--- src/rtl/btb_set_assoc_pkg.sv ---
// Shared BTB constants: default geometry for the set-associative branch target buffer
// and a helper that derives the way-number width from the associativity.
package btb_set_assoc_pkg;

  localparam int BTB_INDEX_WIDTH  = 4;
  localparam int BTB_TAG_WIDTH    = 26;
  localparam int BTB_TARGET_WIDTH = 32;
  localparam int BTB_WAYS         = 2;

  // A direct-mapped table still carries a 1-bit way number so hit_way never collapses to zero width.
  function automatic int btb_way_width(input int ways);
    return (ways > 1) ? $clog2(ways) : 1;
  endfunction

endpackage

--- src/rtl/btb_way_array.sv ---
// One BTB way: per-set valid/tag/target storage with a combinational lookup port,
// two tag probes (update and invalidate sets), a single write port and a valid-clear port.
module btb_way_array
  import btb_set_assoc_pkg::*;
#(
  parameter int INDEX_WIDTH  = BTB_INDEX_WIDTH,
  parameter int TAG_WIDTH    = BTB_TAG_WIDTH,
  parameter int TARGET_WIDTH = BTB_TARGET_WIDTH
) (
  input  logic                    clk,
  input  logic                    reset,
  input  logic [INDEX_WIDTH-1:0]  rd_index,
  input  logic [TAG_WIDTH-1:0]    rd_tag,
  output logic                    rd_hit,
  output logic [TARGET_WIDTH-1:0] rd_target,
  input  logic [INDEX_WIDTH-1:0]  upd_index,
  input  logic [TAG_WIDTH-1:0]    upd_tag,
  output logic                    upd_hit,
  output logic                    upd_occupied,
  input  logic [INDEX_WIDTH-1:0]  inv_index,
  input  logic [TAG_WIDTH-1:0]    inv_tag,
  output logic                    inv_hit,
  input  logic                    wr_en,
  input  logic [INDEX_WIDTH-1:0]  wr_index,
  input  logic [TAG_WIDTH-1:0]    wr_tag,
  input  logic [TARGET_WIDTH-1:0] wr_target,
  input  logic                    clr_en,
  input  logic [INDEX_WIDTH-1:0]  clr_index,
  input  logic                    flush
);

  localparam int SETS = 2 ** INDEX_WIDTH;

  logic [SETS-1:0]         valid;
  logic [TAG_WIDTH-1:0]    tag_mem    [SETS];
  logic [TARGET_WIDTH-1:0] target_mem [SETS];

  assign rd_hit       = valid[rd_index] && (tag_mem[rd_index] == rd_tag);
  assign rd_target    = target_mem[rd_index];
  assign upd_hit      = valid[upd_index] && (tag_mem[upd_index] == upd_tag);
  assign upd_occupied = valid[upd_index];
  assign inv_hit      = valid[inv_index] && (tag_mem[inv_index] == inv_tag);

  // Write is applied last so a same-cycle write beats both flush and clear of that entry.
  always_ff @(posedge clk) begin
    if (reset) begin
      valid <= '0;
    end else begin
      if (flush) begin
        valid <= '0;
      end else if (clr_en) begin
        valid[clr_index] <= 1'b0;
      end
      if (wr_en) begin
        valid[wr_index] <= 1'b1;
      end
    end
  end

  // Tag and target storage is deliberately not cleared on reset; valid bits guard it.
  always_ff @(posedge clk) begin
    if (!reset && wr_en) begin
      tag_mem[wr_index]    <= wr_tag;
      target_mem[wr_index] <= wr_target;
    end
  end

endmodule

--- src/rtl/btb_set_assoc.sv ---
// N-way set-associative branch target buffer: combinational IF-stage lookup, update/invalidate
// from ID/EX one edge later, round-robin victim per set once every way in the set is valid.
module btb_set_assoc
  import btb_set_assoc_pkg::*;
#(
  parameter int INDEX_WIDTH  = BTB_INDEX_WIDTH,
  parameter int TAG_WIDTH    = BTB_TAG_WIDTH,
  parameter int TARGET_WIDTH = BTB_TARGET_WIDTH,
  parameter int WAYS         = BTB_WAYS,
  parameter int WAY_WIDTH    = btb_way_width(WAYS)
) (
  input  logic                    clk,
  input  logic                    reset,
  input  logic [INDEX_WIDTH-1:0]  if_index,
  input  logic [TAG_WIDTH-1:0]    if_tag,
  output logic                    hit,
  output logic [TARGET_WIDTH-1:0] hit_target,
  output logic [WAY_WIDTH-1:0]    hit_way,
  input  logic                    upd_valid,
  input  logic [INDEX_WIDTH-1:0]  upd_index,
  input  logic [TAG_WIDTH-1:0]    upd_tag,
  input  logic [TARGET_WIDTH-1:0] upd_target,
  input  logic                    inv_valid,
  input  logic [INDEX_WIDTH-1:0]  inv_index,
  input  logic [TAG_WIDTH-1:0]    inv_tag,
  input  logic                    flush
);

  localparam int SETS = 2 ** INDEX_WIDTH;

  logic [WAYS-1:0]         look_hit;
  logic [TARGET_WIDTH-1:0] look_target [WAYS];
  logic [WAYS-1:0]         upd_hit;
  logic [WAYS-1:0]         upd_occupied;
  logic [WAYS-1:0]         inv_hit;
  logic [WAYS-1:0]         wr_en;
  logic [WAYS-1:0]         clr_en;

  logic [WAY_WIDTH-1:0]    rr [SETS];
  logic [WAY_WIDTH-1:0]    rr_cur;
  logic [WAY_WIDTH-1:0]    rr_next;
  logic [WAY_WIDTH-1:0]    upd_hit_way;
  logic [WAY_WIDTH-1:0]    free_way;
  logic [WAY_WIDTH-1:0]    wr_way;
  logic                    upd_any_hit;
  logic                    set_full;
  logic                    rr_advance;

  for (genvar w = 0; w < WAYS; w++) begin : g_way
    btb_way_array #(
      .INDEX_WIDTH (INDEX_WIDTH),
      .TAG_WIDTH   (TAG_WIDTH),
      .TARGET_WIDTH(TARGET_WIDTH)
    ) u_way (
      .clk         (clk),
      .reset       (reset),
      .rd_index    (if_index),
      .rd_tag      (if_tag),
      .rd_hit      (look_hit[w]),
      .rd_target   (look_target[w]),
      .upd_index   (upd_index),
      .upd_tag     (upd_tag),
      .upd_hit     (upd_hit[w]),
      .upd_occupied(upd_occupied[w]),
      .inv_index   (inv_index),
      .inv_tag     (inv_tag),
      .inv_hit     (inv_hit[w]),
      .wr_en       (wr_en[w]),
      .wr_index    (upd_index),
      .wr_tag      (upd_tag),
      .wr_target   (upd_target),
      .clr_en      (clr_en[w]),
      .clr_index   (inv_index),
      .flush       (flush)
    );

    assign wr_en[w]  = upd_valid && (wr_way == WAY_WIDTH'(w));
    assign clr_en[w] = inv_valid && inv_hit[w];
  end

  // Scanning from the top way down lets the lowest matching way win.
  always_comb begin
    hit        = 1'b0;
    hit_target = '0;
    hit_way    = '0;
    for (int w = WAYS - 1; w >= 0; w--) begin
      if (look_hit[w]) begin
        hit        = 1'b1;
        hit_target = look_target[w];
        hit_way    = WAY_WIDTH'(w);
      end
    end
  end

  always_comb begin
    upd_hit_way = '0;
    free_way    = '0;
    for (int w = WAYS - 1; w >= 0; w--) begin
      if (upd_hit[w]) begin
        upd_hit_way = WAY_WIDTH'(w);
      end
      if (!upd_occupied[w]) begin
        free_way = WAY_WIDTH'(w);
      end
    end
  end

  assign upd_any_hit = |upd_hit;
  assign set_full    = &upd_occupied;
  assign rr_cur      = rr[upd_index];
  assign rr_next     = (rr_cur == WAY_WIDTH'(WAYS - 1)) ? '0 : rr_cur + 1'b1;
  assign rr_advance  = upd_valid && !upd_any_hit && set_full;

  // In-place rewrite first, then the lowest free way, and only a full set consumes the rr pointer.
  always_comb begin
    if (upd_any_hit) begin
      wr_way = upd_hit_way;
    end else if (!set_full) begin
      wr_way = free_way;
    end else begin
      wr_way = rr_cur;
    end
  end

  always_ff @(posedge clk) begin
    if (reset) begin
      for (int s = 0; s < SETS; s++) begin
        rr[s] <= '0;
      end
    end else if (rr_advance) begin
      rr[upd_index] <= rr_next;
    end
  end

endmodule

--- config.mk ---
export PLATFORM = sky130hd
export DESIGN_NAME = btb_set_assoc
export DESIGN_NICKNAME = d
export VERILOG_FILES = /design/src/rtl/btb_set_assoc_pkg.sv /design/src/rtl/btb_way_array.sv /design/src/rtl/btb_set_assoc.sv
export SDC_FILE = /design/constraint.sdc
export NUM_CORES = 2
export LEC_CHECK = 0
export ABC_AREA = 0
export CAP_MARGIN = 20
export CORE_MARGIN = 2
export CORE_UTILIZATION = 44
export DETAILED_ROUTE_END_ITERATION = 10
export HOLD_SLACK_MARGIN = 0.05
export SYNTH_ARGS = -nofsm -noshare
export SYNTH_HDL_FRONTEND = slang
export SYNTH_SLANG_ARGS = --single-unit
--- constraint.sdc ---
create_clock -name clk -period 8.5 [get_ports clk]
set_input_delay 2.55 -clock clk [delete_from_list [all_inputs] [get_ports clk]]
set_output_delay 2.55 -clock clk [all_outputs]
set_load 0.05 [all_outputs]
Word-level counts from Yosys, hierarchy flattened
Memory sizes are Yosys's and may differ from the RTL's.
Index checks and enable logic that the tools add are counted.
- memories: 5
- input bits: 127
- bits in registers: 32
- memory bits (writable): 1872
- word-level logic and storage cells: 94
- output and inout port bits: 34
- memory list (memory ; words ; bits a word ; read ports ; clocked after Yosys merged registers in ; wr ports ; line ; source):
    g_way[0].u_way.target_mem ; 16 ; 32 ; 1 ; 0 ; 1 ; btb_way_array.sv:36 ; logic [TARGET_WIDTH-1:0] target_mem [SETS];
    g_way[1].u_way.target_mem ; 16 ; 32 ; 1 ; 0 ; 1 ; btb_way_array.sv:36 ;
    g_way[0].u_way.tag_mem ; 16 ; 26 ; 3 ; 0 ; 1 ; btb_way_array.sv:35 ; logic [TAG_WIDTH-1:0] tag_mem [SETS];
    g_way[1].u_way.tag_mem ; 16 ; 26 ; 3 ; 0 ; 1 ; btb_way_array.sv:35 ;
    rr ; 16 ; 1 ; 1 ; 0 ; 16 ; btb_set_assoc.sv:39 ; logic [WAY_WIDTH-1:0] rr [SETS];
- equality and inequality tests: 6
- bitwise logic cells: 6
- reductions and logical operators: 21
- mux-type cells: 48
- add/sub/neg operators: 1
- $lt $le $gt $ge: 5
- operators by type and width (operator ; number):
    $eq 26x26->1 ; 6
    $mux 16 ; 8
    $mux 32 ; 2
    $and 16x16->16 ; 2
    $or 16x16->16 ; 2
    $mux 1 ; 29
    $bmux 1 s4 ; 6
    $logic_and 1x1->1 ; 16
    $not 16->16 ; 1
    $lt 4x5->1 const B ; 3
    $demux 1 s4 ; 2
    $ge 4x1->1 const B ; 2
    $mux 4 ; 1
    $logic_not 1->1 ; 2
    $reduce_and 2->1 ; 1
    $reduce_or 2->1 ; 1
    $add 1x1->1 const B ; 1
    $not 1->1 ; 1
    $reduce_or 1->1 ; 1

Longest topological paths before layout
- word-level depth: 12
- depth in mapped cells: 17
- depth with buffers taken out: 9

Hierarchy
Synthesis repeated with hierarchy kept, for this count alone.
- cells, all modules: 4636
- area total of the unflattened synthesis: 90062.6 um2
- modules (own cells, without submodules) (module ; instances ; cells each ; area an instance (um2) ; sequential area each (um2)):
    btb_way_array ; 2 ; 2248 ; 44371.3 ; 28187.0
    btb_set_assoc ; 1 ; 140 ; 1320.0 ; 480.5

Worst setup path before layout
OpenSTA, ideal clock, no wires.
- kind: input to output
- from: input if_index[0]
- to: output hit_target[10]
- data arrival time: 6.381 ns
- required time: 5.950 ns
- setup slack: -0.431 ns
- path buffers: 7
- stages on the path: 16
- path through: buf_2 -> buf_6 -> buf_6 -> buf_6 -> buf_6 -> buf_2 -> mux2i_1 -> a221oi_1 -> o21ai_0 -> a21oi_1 -> xnor2_1 -> nand4_1 -> nor4_2 -> nand3_2 -> buf_2 -> o31ai_1
- cells in the longest elaborated chain, start to end: 5
- elaborated cells on any way between the ends: 14
- classes of those cells: 2 x eq/ne; 6 x mux; 2 x reduce/logical; 4 x memory
- ends and longest elaborated chain (item ; line ; source):
    start, declared ; btb_set_assoc.sv:14 ; input logic [INDEX_WIDTH-1:0] if_index,
    $mem_v2 16x26 / $bmux 1 s4 (equally long branches) ; - ;
    $eq 26x26->1 / $mux 1 (equally long branches) ; btb_way_array.sv:38 ; assign rd_hit = valid[rd_index] && (tag_mem[rd_index] == rd_tag);
    $logic_and 1x1->1 ; btb_way_array.sv:38 ;
    $mux 32 ; btb_set_assoc.sv:87 ; if (look_hit[w]) begin
    $mux 32 (*) ; btb_set_assoc.sv:87 ;
    end, declared ; btb_set_assoc.sv:17 ; output logic [TARGET_WIDTH-1:0] hit_target,
Every way passes the cells marked *; elsewhere a longest branch is shown, timed or not. The select of a mux whose other input is x is not followed.

Worst setup path after layout
- from: input if_index[0]
- to: output hit_target[19]
Same word-level chain as after synthesis.

==> results.yml <==
drt:
  routed_wl_um: 320000
  drtIter0Drc: 8419
  vias_per_cell: 6.77
  drtAntennaViolNets: 0
  wl_per_cell_um: 40.1
  drtPass1Iterations: 7
  drcViolationCount: 0
  num_vias: 54100
setup_path:
  reg2regPathDepth: 11
  crit_type: "input pin to output port"
  cp_max_fo: 7
  timing.rr.end: "g_way[0].u_way.tag_mem[3][22]"
  cp_cell_sequence: "buf_16 -> mux4_2 -> mux4_2 -> xor2_4 -> nor4_4 -> buf_4 -> and4_4 -> o2111ai_4 -> nor4_4 -> buf_6 -> buf_16 -> buf_12 -> buf_12 -> buf_16 -> nand2_1 -> o31ai_4 -> buf_12"
  r2r_setup_slack_ns: 3.43
  start_kind: "input pin"
  rr_startpoint: "g_way[0].u_way.tag_mem[11][10]"
  cp_slowest_cell: "mux4_2"
  cp-end-kind: "output port"
  cp.arrival_ns: 6.35
  worstPathRequired_ns: 5.95
  cp_slowest_stage_delay_ns: 0.61
grt:
  grt.total_usage_pct: 30.5
  met2_usage_pct: 45.8
  grt_pass1_wl_um: 441000
  overflow: 0
  grt_max_degree: 104
  first_global_vias: 52900
  grt_busiest_layer: "met2"
  use_met3_pct: 7.62
  met1_usage_pct: 41.4
  antenna_found_initial: 10
placement:
  hpwl_um: 210000
  pre_cts_slack_ns: -1.02
  placed_cells: 7583
  place_congestion: 1.03
  io_buffers: 160
cells_and_area:
  fin_util_pct: 52.1
  n_fill_cell: 16100
  multi_input_area_mm2: 0.0318
  fin_nets: 5258
  stdcell_count: 7984
  area_growth_syn_to_layout_pct: 18.0
  layout-drive-gt1-share_pct: 35.0
  register_area_mm2: 0.0569
cts:
  cts_buffer_depth: 3
  path_clk_slew_ns: 0.06
  hold_buffers: 0
  cts.sink_count: 1904
  root_buffer: "clkbuf_16"
  cts_tree: "yes"
  clock_latency_ns: 0.90
  cts_inserted_buffers: 199
  htreeDepth: 4
yosys:
  yosysWarnings: 0
  synth_seq_area_share_pct: 63.1
  yosysUniqueCellTypes: 85
  synth_nets: 4770
  netlist_area_mm2: 0.0901
  synthFlopType: "edfxtp_1"
  synth_edf_count: 1872
  synthArstFlopShare_pct: 0
  ys_ff_latch: 1904
  synth_top_area_share_pct: 62.4
  yosys.area.top_type: "edfxtp_1"
  netlist_instances: 4643
  syn-mean-instance-area_um2: 19.4
  synth_area_leaders: "edfxtp_1, mux4_2, mux2i_1, xnor2_1, dfxtp_1"
flow_run:
  cap_viol_max_count: 0
timing:
  fin_crit_sh_pct: 105
  setup_viol: 34
  finalClockSkew_ns: 0.0979
  slew_violations: 0
  rsz0062_at_grt: "yes"
  hold_violations: 0
  fin_ws_ns: -0.401
  fmax_mhz: 112
  period_minus_slack_ns: 8.90
  relSlewSlack_pct: 22.2
  tightestPinTransition_ns: 1.17
worst_hold_path:
  hp-start: "g_way[1].u_way.valid[14]"
  hp-class: "flip-flop to flip-flop"
  hold_end: "g_way[1].u_way.valid[14]"
  holdPathStages: 2
die:
  ios: 161
  die_width_um: 457
  core_area_mm2: 0.204
  dieArea_mm2: 0.208
  die_y_um: 457
  row_count: 166
  start_util_pct: 44.1
power_and_ir_drop:
  power_leakage_uw: 0.0346
  power_density_mw_per_mm2: 200
  ir_drop_uv: 233
run_status:
  status: "finished, violations left"
  violations: "negative setup slack"
-- how the worst max path moves through the flow --
stage / end / from / slack, ns / cells past startpoint
detailed placement: hit_target[0] / if_index[0] / -1.02 / 16
global route: hit_target[21] / if_index[0] / -0.51 / 18
global placement: hit_target[0] / if_index[0] / -1.04 / 15
CTS: hit_target[19] / if_index[0] / -0.34 / 17
finish: hit_target[19] / if_index[0] / -0.40 / 17
floorplan: hit_target[0] / if_index[0] / -0.26 / 15
-- state kept, by name, indices dropped and copies added (netlist names) --
name,flops
g_way.u_way.valid,32
rr,16
g_way.u_way.tag_mem,832
g_way.u_way.target_mem,1024
-- cells in the final DEF (no fill, tap or decap), types with 66 or more instances in the layout --
cell type,netlist,layout
buf_12,0,158
buf_4,65,325
clkbuf_16,0,200
clkdlybuf4s50_1,0,114
edfxtp_1,1872,1872
inv_1,66,66
mux2i_1,359,359
mux4_2,903,903
nand2_1,135,118
nor2_1,90,69
xnor2_1,106,105
-- worst max-delay path: cells and delay by family --
family,cells,cell delay [ns]
buffers and inverters,8,1.17
muxes,2,1.10
and+or+nand+nor,4,1.05
xor gates and xnor gates,1,0.23
AOI/OAI and AO/OA,2,0.22
-- Yosys cell counts, types with 14 or more instances --
library cell / n
a22oi_1: 62
nor3_1: 41
a31o_2: 14
mux2i_1: 359
nor2_1: 90
buf_6: 39
buf_2: 118
nand3_1: 48
o21ai_0: 49
o31ai_1: 34
edfxtp_1: 1872
buf_4: 65
nor4_1: 16
clkbuf_1: 108
and2_1: 22
inv_1: 66
a22o_1: 35
a221oi_1: 38
nor2b_1: 23
a32o_1: 16
dfxtp_1: 32
a211oi_1: 17
xnor2_1: 106
a21oi_1: 41
nand4_1: 14
xor2_1: 58
o22ai_1: 44
buf_1: 16
nand2_1: 135
mux4_2: 903
-- cells by family after synthesis --
family                    share of synthesized area, %
DFF                                               63.1
muxes                                             26.7
xor gates and xnor gates                          1.59
AOI/OAI and AO/OA                                 3.70
buffers and inverters                             2.52
and+or+nand+nor                                   2.41
-- timing repair --
| item | in CTS | in global routing |
|---|---|---|
| buffers inserted | 22 | 3 |
| endpoints found under the setup margin | 34 | 34 |
| gates resized for setup | 58 | 2 |
| gates cloned | 6 | 0 |
| pin swaps | 18 | 1 |
-- final cells by class --
type	instances	share of cell area, %
inverters	72	0.261
flip-flops and latches	1904	53.5
repair buffers	635	6.98
clock buffers	236	4.81
multi-input cells	2319	29.9
clock inverters	124	1.41
well taps	2688	3.16
diodes	6	0.0141
-- where the power goes --
group / internal, uW / total (uW) / switching [uW]
registers: 10300 / 10400 / 15.4
logic: 815 / 2040 / 1230
clock network: 5030 / 8860 / 3830
total: 16200 / 21300 / 5070
-- metrics by stage --
step / power, uW / TNS [ns] / cell area, um^2 / hold WS, ns
after floorplan: 11600 / -0.889 / 90500 / 0.464
after global placement: 12500 / -34.00 / 98800 / 0.493
after detailed placement: 12500 / -33.20 / 98900 / 0.493
after CTS: 21300 / -8.78 / 106000 / 0.505
after global routing: 21800 / -14.93 / 106000 / 0.524
final: 21300 / -11.57 / 106000 / 0.509
-- metal layers --
layer / routed length (um) / up-vias
met5: 34 / -
met4: 19800 / 6
met3: 34900 / 767
met2: 144000 / 3591
met1: 121000 / 28900
li1: - / 20800
Note: power is estimated with default switching activity, not from simulation.
